## src/rtl/enigma_feeder.sv

```systemverilog
// enigma_feeder: buffers host ASCII bytes in a small FIFO, converts letters
// to 0..25 indices for a single-issue cipher core, and returns the core's
// result (or non-letters unchanged) as ASCII on a valid/ready output.
module enigma_feeder #(
    parameter int DEPTH   = 8,
    parameter int TIMEOUT = 256
) (
    input  logic       clk,
    input  logic       reset_n,
    input  logic       in_valid,
    input  logic [7:0] in_data,
    output logic       in_ready,
    output logic       core_valid,
    output logic [7:0] core_din,
    input  logic       core_done,
    input  logic [7:0] core_dout,
    output logic       out_valid,
    output logic [7:0] out_data,
    input  logic       out_ready,
    output logic       busy,
    output logic       err_timeout
);

    localparam int AW = (DEPTH > 1) ? $clog2(DEPTH) : 1;
    localparam int CW = $clog2(TIMEOUT + 1);
    localparam logic [AW:0]   FULL_CNT = (AW + 1)'(DEPTH);
    localparam logic [CW-1:0] TO_LAST  = CW'(TIMEOUT - 1);

    localparam logic [1:0] S_IDLE  = 2'd0;
    localparam logic [1:0] S_ISSUE = 2'd1;
    localparam logic [1:0] S_WAIT  = 2'd2;
    localparam logic [1:0] S_OUT   = 2'd3;

    logic [1:0]    state;
    logic [7:0]    mem [DEPTH];
    logic [AW-1:0] wr_ptr;
    logic [AW-1:0] rd_ptr;
    logic [AW:0]   count;
    logic [CW-1:0] wait_cnt;

    logic       push;
    logic       pop;
    logic [7:0] head;
    logic       head_upper;
    logic       head_lower;
    logic [7:0] head_index;
    logic [7:0] done_char;

    assign in_ready   = (count != FULL_CNT);
    assign push       = in_valid && in_ready;
    assign pop        = (state == S_IDLE) && (count != '0);
    assign head       = mem[rd_ptr];
    assign head_upper = (head >= 8'h41) && (head <= 8'h5A);
    assign head_lower = (head >= 8'h61) && (head <= 8'h7A);
    assign head_index = head_upper ? (head - 8'h41) : (head - 8'h61);
    assign done_char  = (core_dout < 8'd26) ? (8'h41 + core_dout) : 8'h3F;

    assign core_valid = (state == S_ISSUE);
    assign out_valid  = (state == S_OUT);
    assign busy       = (state != S_IDLE);

    // FIFO storage: written on every accepted host byte, no reset needed
    always_ff @(posedge clk) begin
        if (push) begin
            mem[wr_ptr] <= in_data;
        end
    end

    // FIFO pointers and occupancy; pointers wrap naturally at DEPTH (power of two)
    always_ff @(posedge clk or negedge reset_n) begin
        if (!reset_n) begin
            wr_ptr <= '0;
            rd_ptr <= '0;
            count  <= '0;
        end else begin
            if (push) wr_ptr <= wr_ptr + 1'b1;
            if (pop)  rd_ptr <= rd_ptr + 1'b1;
            case ({push, pop})
                2'b10:   count <= count + 1'b1;
                2'b01:   count <= count - 1'b1;
                default: count <= count;
            endcase
        end
    end

    // Control FSM: one byte in flight at a time, timeout watchdog while waiting
    always_ff @(posedge clk or negedge reset_n) begin
        if (!reset_n) begin
            state       <= S_IDLE;
            core_din    <= '0;
            out_data    <= '0;
            err_timeout <= 1'b0;
            wait_cnt    <= '0;
        end else begin
            case (state)
                S_IDLE: begin
                    if (count != '0) begin
                        if (head_upper || head_lower) begin
                            core_din <= head_index;
                            state    <= S_ISSUE;
                        end else begin
                            out_data <= head;
                            state    <= S_OUT;
                        end
                    end
                end
                S_ISSUE: begin
                    wait_cnt <= '0;
                    state    <= S_WAIT;
                end
                S_WAIT: begin
                    if (core_done) begin
                        out_data <= done_char;
                        state    <= S_OUT;
                    end else if (wait_cnt == TO_LAST) begin
                        err_timeout <= 1'b1;
                        out_data    <= 8'h3F;
                        state       <= S_OUT;
                    end else begin
                        wait_cnt <= wait_cnt + 1'b1;
                    end
                end
                S_OUT: begin
                    if (out_ready) state <= S_IDLE;
                end
                default: state <= S_IDLE;
            endcase
        end
    end

endmodule

```

## config.mk

```make
export PLATFORM = sky130hd
export DESIGN_NAME = enigma_feeder
export DESIGN_NICKNAME = d
export VERILOG_FILES = /design/src/rtl/enigma_feeder.sv
export SDC_FILE = /design/constraint.sdc
export NUM_CORES = 1
export LEC_CHECK = 0
export BUFFER_PORTS_ARGS = -buffer_cell sky130_fd_sc_hd__clkbuf_2
export CORE_MARGIN = 4
export CORE_UTILIZATION = 59
export DETAILED_ROUTE_END_ITERATION = 10
export HOLD_SLACK_MARGIN = 0.15
export PLACE_DENSITY_LB_ADDON = 0.25
export SLEW_MARGIN = 30
export SYNTH_ARGS = -nofsm -noshare
export SYNTH_HDL_FRONTEND = slang
export SYNTH_SLANG_ARGS = --single-unit
```

## constraint.sdc

```tcl
create_clock -name clk -period 3.3 [get_ports clk]
set_input_delay 0.66 -clock clk [delete_from_list [all_inputs] [get_ports clk]]
set_output_delay 0.66 -clock clk [all_outputs]
set_load 0.05 [all_outputs]
```

# After elaboration in Yosys (flattened, before gate mapping)
# Memories as Yosys holds them, arrays and structs flattened.
# Cells that the tools add are included.
[totals]
register_bits = 38
mem_bits_rw = 64
in_bits = 21
out_inout_bits = 21
word_cells = 71
n_memories = 1
[classes]
addsub = 8
magnitude_cmp = 5
n_eq_ne = 13
n_mux = 19
n_bitwise = 1
reduce_logical = 16
[memory_table]
columns = ["memory", "depth", "word_bits", "read_ports", "rd_ports_with_merged_regs", "write_ports", "line", "source"]
rows = [
  ["mem", 8, 8, 1, 0, 1, "35", "logic [7:0] mem [DEPTH];"],
]
[ops]
columns = ["op", "n"]
rows = [
  ["8-bit two-way mux", 6],
  ["9-bit two-way mux", 2],
  ["9-bit one-hot mux with 2 select lines", 1],
  ["8-bit by 7-bit >= comparator with 1-bit output (second input constant)", 2],
  ["8-bit by 7-bit less-or-equal comparator with 1-bit output (second input constant)", 2],
  ["8-bit one-hot mux with 2 select lines", 1],
  ["8-bit by 7-bit subtractor with 8-bit output (second input constant)", 2],
  ["3-bit AND reduction", 4],
  ["2-bit two-way mux", 5],
  ["9-bit by 1-bit adder with 9-bit output (second input constant)", 1],
  ["9-bit by 8-bit == test with 1-bit output (second input constant)", 1],
  ["7-bit by 8-bit adder with 8-bit output (first input constant)", 1],
  ["8-bit by 5-bit less-than comparator with 1-bit output (second input constant)", 1],
  ["2-bit one-hot mux with 4 select lines", 1],
  ["4-bit one-hot mux with 2 select lines", 1],
  ["2-bit nonzero test", 4],
  ["3-bit by 1-bit adder with 3-bit output (second input constant)", 2],
  ["2-bit == test (second input constant)", 3],
  ["2-bit != test (second input constant)", 3],
  ["4-bit by 1-bit adder with 4-bit output (second input constant)", 1],
  ["2-bit by 1-bit == test with 1-bit output (second input constant)", 2],
  ["1-bit logical AND", 4],
  ["2-bit by 1-bit != test with 1-bit output (second input constant)", 2],
  ["4-bit != test (second input constant)", 1],
  ["8 further kinds", 9],
]

# Depth between registers and ports, before layout
# An unclocked memory read counts as a cell.
[logic_depth]
depth_word = 7
depth_mapped = 11
depth_no_buf = 11

# Worst setup path before layout
# OpenSTA, ideal clock, no wires.
[synth_path]
path_kind = "register to register"
from = "register rd_ptr[0]"
to = "register out_data[0]"
setup_time_ps = 125
arrival_time_ps = 2598
required_ps = 3175
slack_ps = 577
stages_incl_launch_ff = 11
n_path_buf = 1
period_less_slack_ps = 2723
path_cell_list = "dfrtp_1 > buf_6 > mux4_1 > mux2_2 > inv_1 > ha_1 > nand4b_2 > o21ai_2 > nand2_2 > o311ai_4 > mux2_4"
[synth_between]
elab_chain_cells = 6
elab_cells_between_ends = 13
classes_between = "4 x order compare; 1 x eq/ne; 3 x mux; 4 x reduce/logical; 1 x memory"
[synth_lines]
columns = ["item", "line", "source"]
rows = [
  ["start: declaration", "37", "logic [AW-1:0] rd_ptr;"],
  ["start signal: assignment", "77", "if (pop) rd_ptr <= rd_ptr + 1'b1;"],
  ["memory 8 x 8 bit *", "n/a", ""],
  ["8-bit by 7-bit >= comparator with 1-bit output, or another cell as far along", "53", "assign head_upper = (head >= 8'h41) && (head <= 8'h5A);"],
  ["1-bit logical AND, on equally long branches", "53, 54", ""],
  ["1-bit logical OR", "98", "if (head_upper || head_lower) begin"],
  ["2-bit != test (no line)", "n/a", ""],
  ["4-bit AND reduction (no line)", "n/a", ""],
  ["end signal: assignment", "113", "out_data <= done_char;"],
  ["end: declaration", "18", "output logic [7:0] out_data,"],
]
# Every way passes the cells marked *; elsewhere a longest branch is shown, timed or not. The select of a mux whose other input is x is not followed.
# A chain may end at the register's enable or synchronous reset.

# Worst setup path in the final report
[layout_path]
from = "register rd_ptr[0]"
to = "register out_data[2]"
# Same word-level chain as after synthesis.

==> key figures <==
Synthesis
  • Cell taking the most area after synthesis: edfxtp_1
  • Mapped Area: 4760 um^2
  • Synth Warn #: 0
  • Post-synth top flop: edfxtp_1
  • Yosys top cell area share: 40.4%
  • Top cells by area, synth: edfxtp_1 40%, dfrtp_1 20%, mux4_2 6.6%
  • Number of synthesized flops with an enable pin: 64
  • Post-synthesis cell count: 322
  • Sequential area share after synthesis: 60.3%
  • Ys async rst share: 37.3%
  • Synthesis-stage register bit count: 102
  • Syn Area/Cell: 14.8 um^2
  • Netlist cell types: 56
  • Syn nets: 360

Clock tree
  • Inserted Clock Buffers: 9
  • Root buffer cell: clkbuf_8
  • Clock buffer depth: 2
  • H-tree levels: 3
  • Hold-fix buffers, CTS: 0
  • Worst-path clk slew: 0.10 ns
  • Skew-Pair Late Insertion Delay: 0.37 ns
  • Post-CTS setup buffers: 0
  • Clock Sinks: 102
  • Post-CTS Resized: 0
  • CTS tree: yes

Global routing
  • First-pass GRT wire length: 14,400 um
  • Largest net degree at the start of global routing: 39
  • Number of global-route vias before repair: 2,830
  • Initial antenna violation count: 0
  • Global route overflow: 0
  • All-Layer GR Usage: 19.3%

Worst hold path
  • Hold WC Path Type: in2async

Floorplanning
  • Die width: 97.8 um
  • Die area: 9570 um^2
  • Top-Level Pins: 42
  • Initial Utilization: 61.3%
  • Core Box Area: 7770 um^2
  • Die Span Y: 97.8 um
  • Site Rows: 32

Critical path
  • Setup crit end: out_data[2]
  • Cells along the critical path: buf_4 > mux4_1 > mux2_4 > nand4b_2 > o21ai_2 > nand2_2 > o311ai_4 > mux2_4
  • WP buf/inv: 1
  • R2r setup slk: 0.24 ns
  • Worst r2r src: rd_ptr[0]
  • Slowest cell on the critical path: mux4_1
  • R2R cell count: 8
  • Crit. End Element: flop
  • CP Class: reg2reg
  • Worst setup SP type: flop
  • Levels on crit path: 8
  • Crit path largest cell delay: 0.59 ns
  • Worst r2r dst: out_data[2]
  • CP delay by family, top: multiplexers
  • Crit. Startpoint: rd_ptr[0]
  • Data required, critical path: 3.55 ns
  • Most frequent CP cell: mux2_4
  • CP arrival: 3.31 ns
  • CP Max Fanout: 15

Power and ir drop
  • Peak supply drop: 0.393 mV
  • Static Leakage: 2.15 nW
  • Int Power: 3.03 mW
  • Logic pwr share: 50.2%
  • Sequential Power Share: 36.2%
  • Sw Ratio: 42.0%
  • NetSw: 2.19 mW
  • Clock power share: 13.6%
  • P per Cell Area: 980 nW/um^2

Timing
  • Fmax: 327 MHz
  • Setup TNS: 0 ns
  • Clk_skew: 0.0122 ns
  • Fin. max-slew vios: 0
  • RSZ-0062 raised after global routing: no
  • Final Setup Violations: 0
  • Rel. slew slack: 41.3%
  • Crit path time final: 3.06 ns
  • Fin. Hold Viols: 0
  • Hold WS: 0.250 ns
  • Final Cycle Share: 92.6%
  • Worst Tran Pin Value: 0.878 ns

Final layout
  • Area of the multi-input gates: 1780 um^2
  • Final core utilization: 68.5%
  • Nets: 418
  • FF+latch area: 2870 um^2
  • Layout area overhead: 11.7%
  • Share of cells above drive strength 1: 27.5%
  • # diodes: 0
  • Final-layout fill cell count: 529

Detailed routing
  • Drt pass-1 iters: 5
  • DR vias: 2,785
  • WL/cell: 17.7 um
  • Iteration-0 DRC Markers: 167
  • Final wirelength: 8610 um
  • # DRC: 0
  • DR vias/cell: 5.72
  • Final ANT Viol Nets: 0

Placed design
  • RePlAce Congestion: 0.724
  • Port Buffer Count: 41
  • DP HPWL: 6220 um

Status
  • Outcome: completed

Job
  • Max-Cap Viols: 0
==> registers in the layout, summed over array words and instances, names as in the netlist, 2 cells and up <==
register / cells
mem: 64
wait_cnt: 9
core_din: 8
out_data: 8
count: 4
rd_ptr: 3
wr_ptr: 3
state: 2
==> through the flow <==
step	instance area, um^2	setup WS, ns	power, mW	std cells
finish	5320	0.243	5.21	487
global route	5320	0.0954	5.54	487
CTS	5320	0.211	5.25	487
detailed placement	5140	0.229	4.55	471
global placement	5140	0.356	4.47	471
floorplan	4760	0.577	3.93	322
==> worst reg2reg max path, cell delays in order (launching register included) <==
cell,delay (ns)
dfrtp_1,0.57
buf_4,0.35
mux4_1,0.60
mux2_4,0.32
nand4b_2,0.27
o21ai_2,0.22
nand2_2,0.08
o311ai_4,0.16
mux2_4,0.36
==> worst min path at each step <==
stage	end	slack, ns	start
floorplan	core_din[0]	0.36	reset_n
global placement	err_timeout	0.45	err_timeout
detailed placement	err_timeout	0.47	err_timeout
CTS	wr_ptr[1]	0.47	reset_n
global route	wait_cnt[5]	0.28	reset_n
finish	wait_cnt[7]	0.25	reset_n
==> synthesized netlist by cell type, drive strengths merged, types with 4 or more instances <==
library cell,count
nor4,4
nand3,9
buf,5
nor3,8
o21ai,10
mux4,17
inv,19
edfxtp,64
nand2b,7
nand2,28
xor2,5
dfrtp,38
nor2,16
a21oi,6
ha,16
xnor2,11
mux2i,9
mux2,18
==> per-layer routing <==
layer / vias to the layer above / part of all wire, % / GRT usage, %
li1: 1329 / - / -
met1: 1372 / 43 / 24.6
met2: 68 / 50 / 32.9
met3: 16 / 4.6 / 4.14
met4: 0 / 1.9 / 6.60
met5: - / 0 / 0
==> cell type report <==
cell class              count  area share [%]
clock buffers              11            2.47
clock inverters             5           0.800
inverters                  19            1.34
multi-input cells         195            33.4
flip-flops and latches    102            54.0
well taps                 102            2.40
repair buffers             53            5.60
==> cell families after synthesis <==
logic type,Yosys count,synth area share (%)
DFF,102,60.3
muxes,44,15.4
xor gates and xnor gates,16,2.94
and+or+nand+nor,83,8.88
buffers and inverters,25,2.34
adders and majority gates,17,4.63
AOI/OAI and AO/OA,35,5.47
==> power groups by stage <==
stage	combinational (mW)	sequential (mW)	clock, mW
3_5_place_dp	2.64	1.92	0
5_1_grt	2.83	1.93	0.783
3_3_place_gp	2.58	1.90	0
2_1_floorplan	1.76	2.17	0
4_1_cts	2.64	1.89	0.724
6_report	2.62	1.89	0.710
==> layout by cell type, fill, tap and decap left out, types with 9 or more instances in the layout <==
cell type and count:
mux4_2 14, ha_1 16, buf_4 13, nand2_1 26
mux2_4 9, clkbuf_2 40, dfrtp_1 38, edfxtp_1 64
clkbuf_8 9, xnor2_1 11, inv_1 19, nor2_1 16
Note: power is estimated with default switching activity, not from simulation.
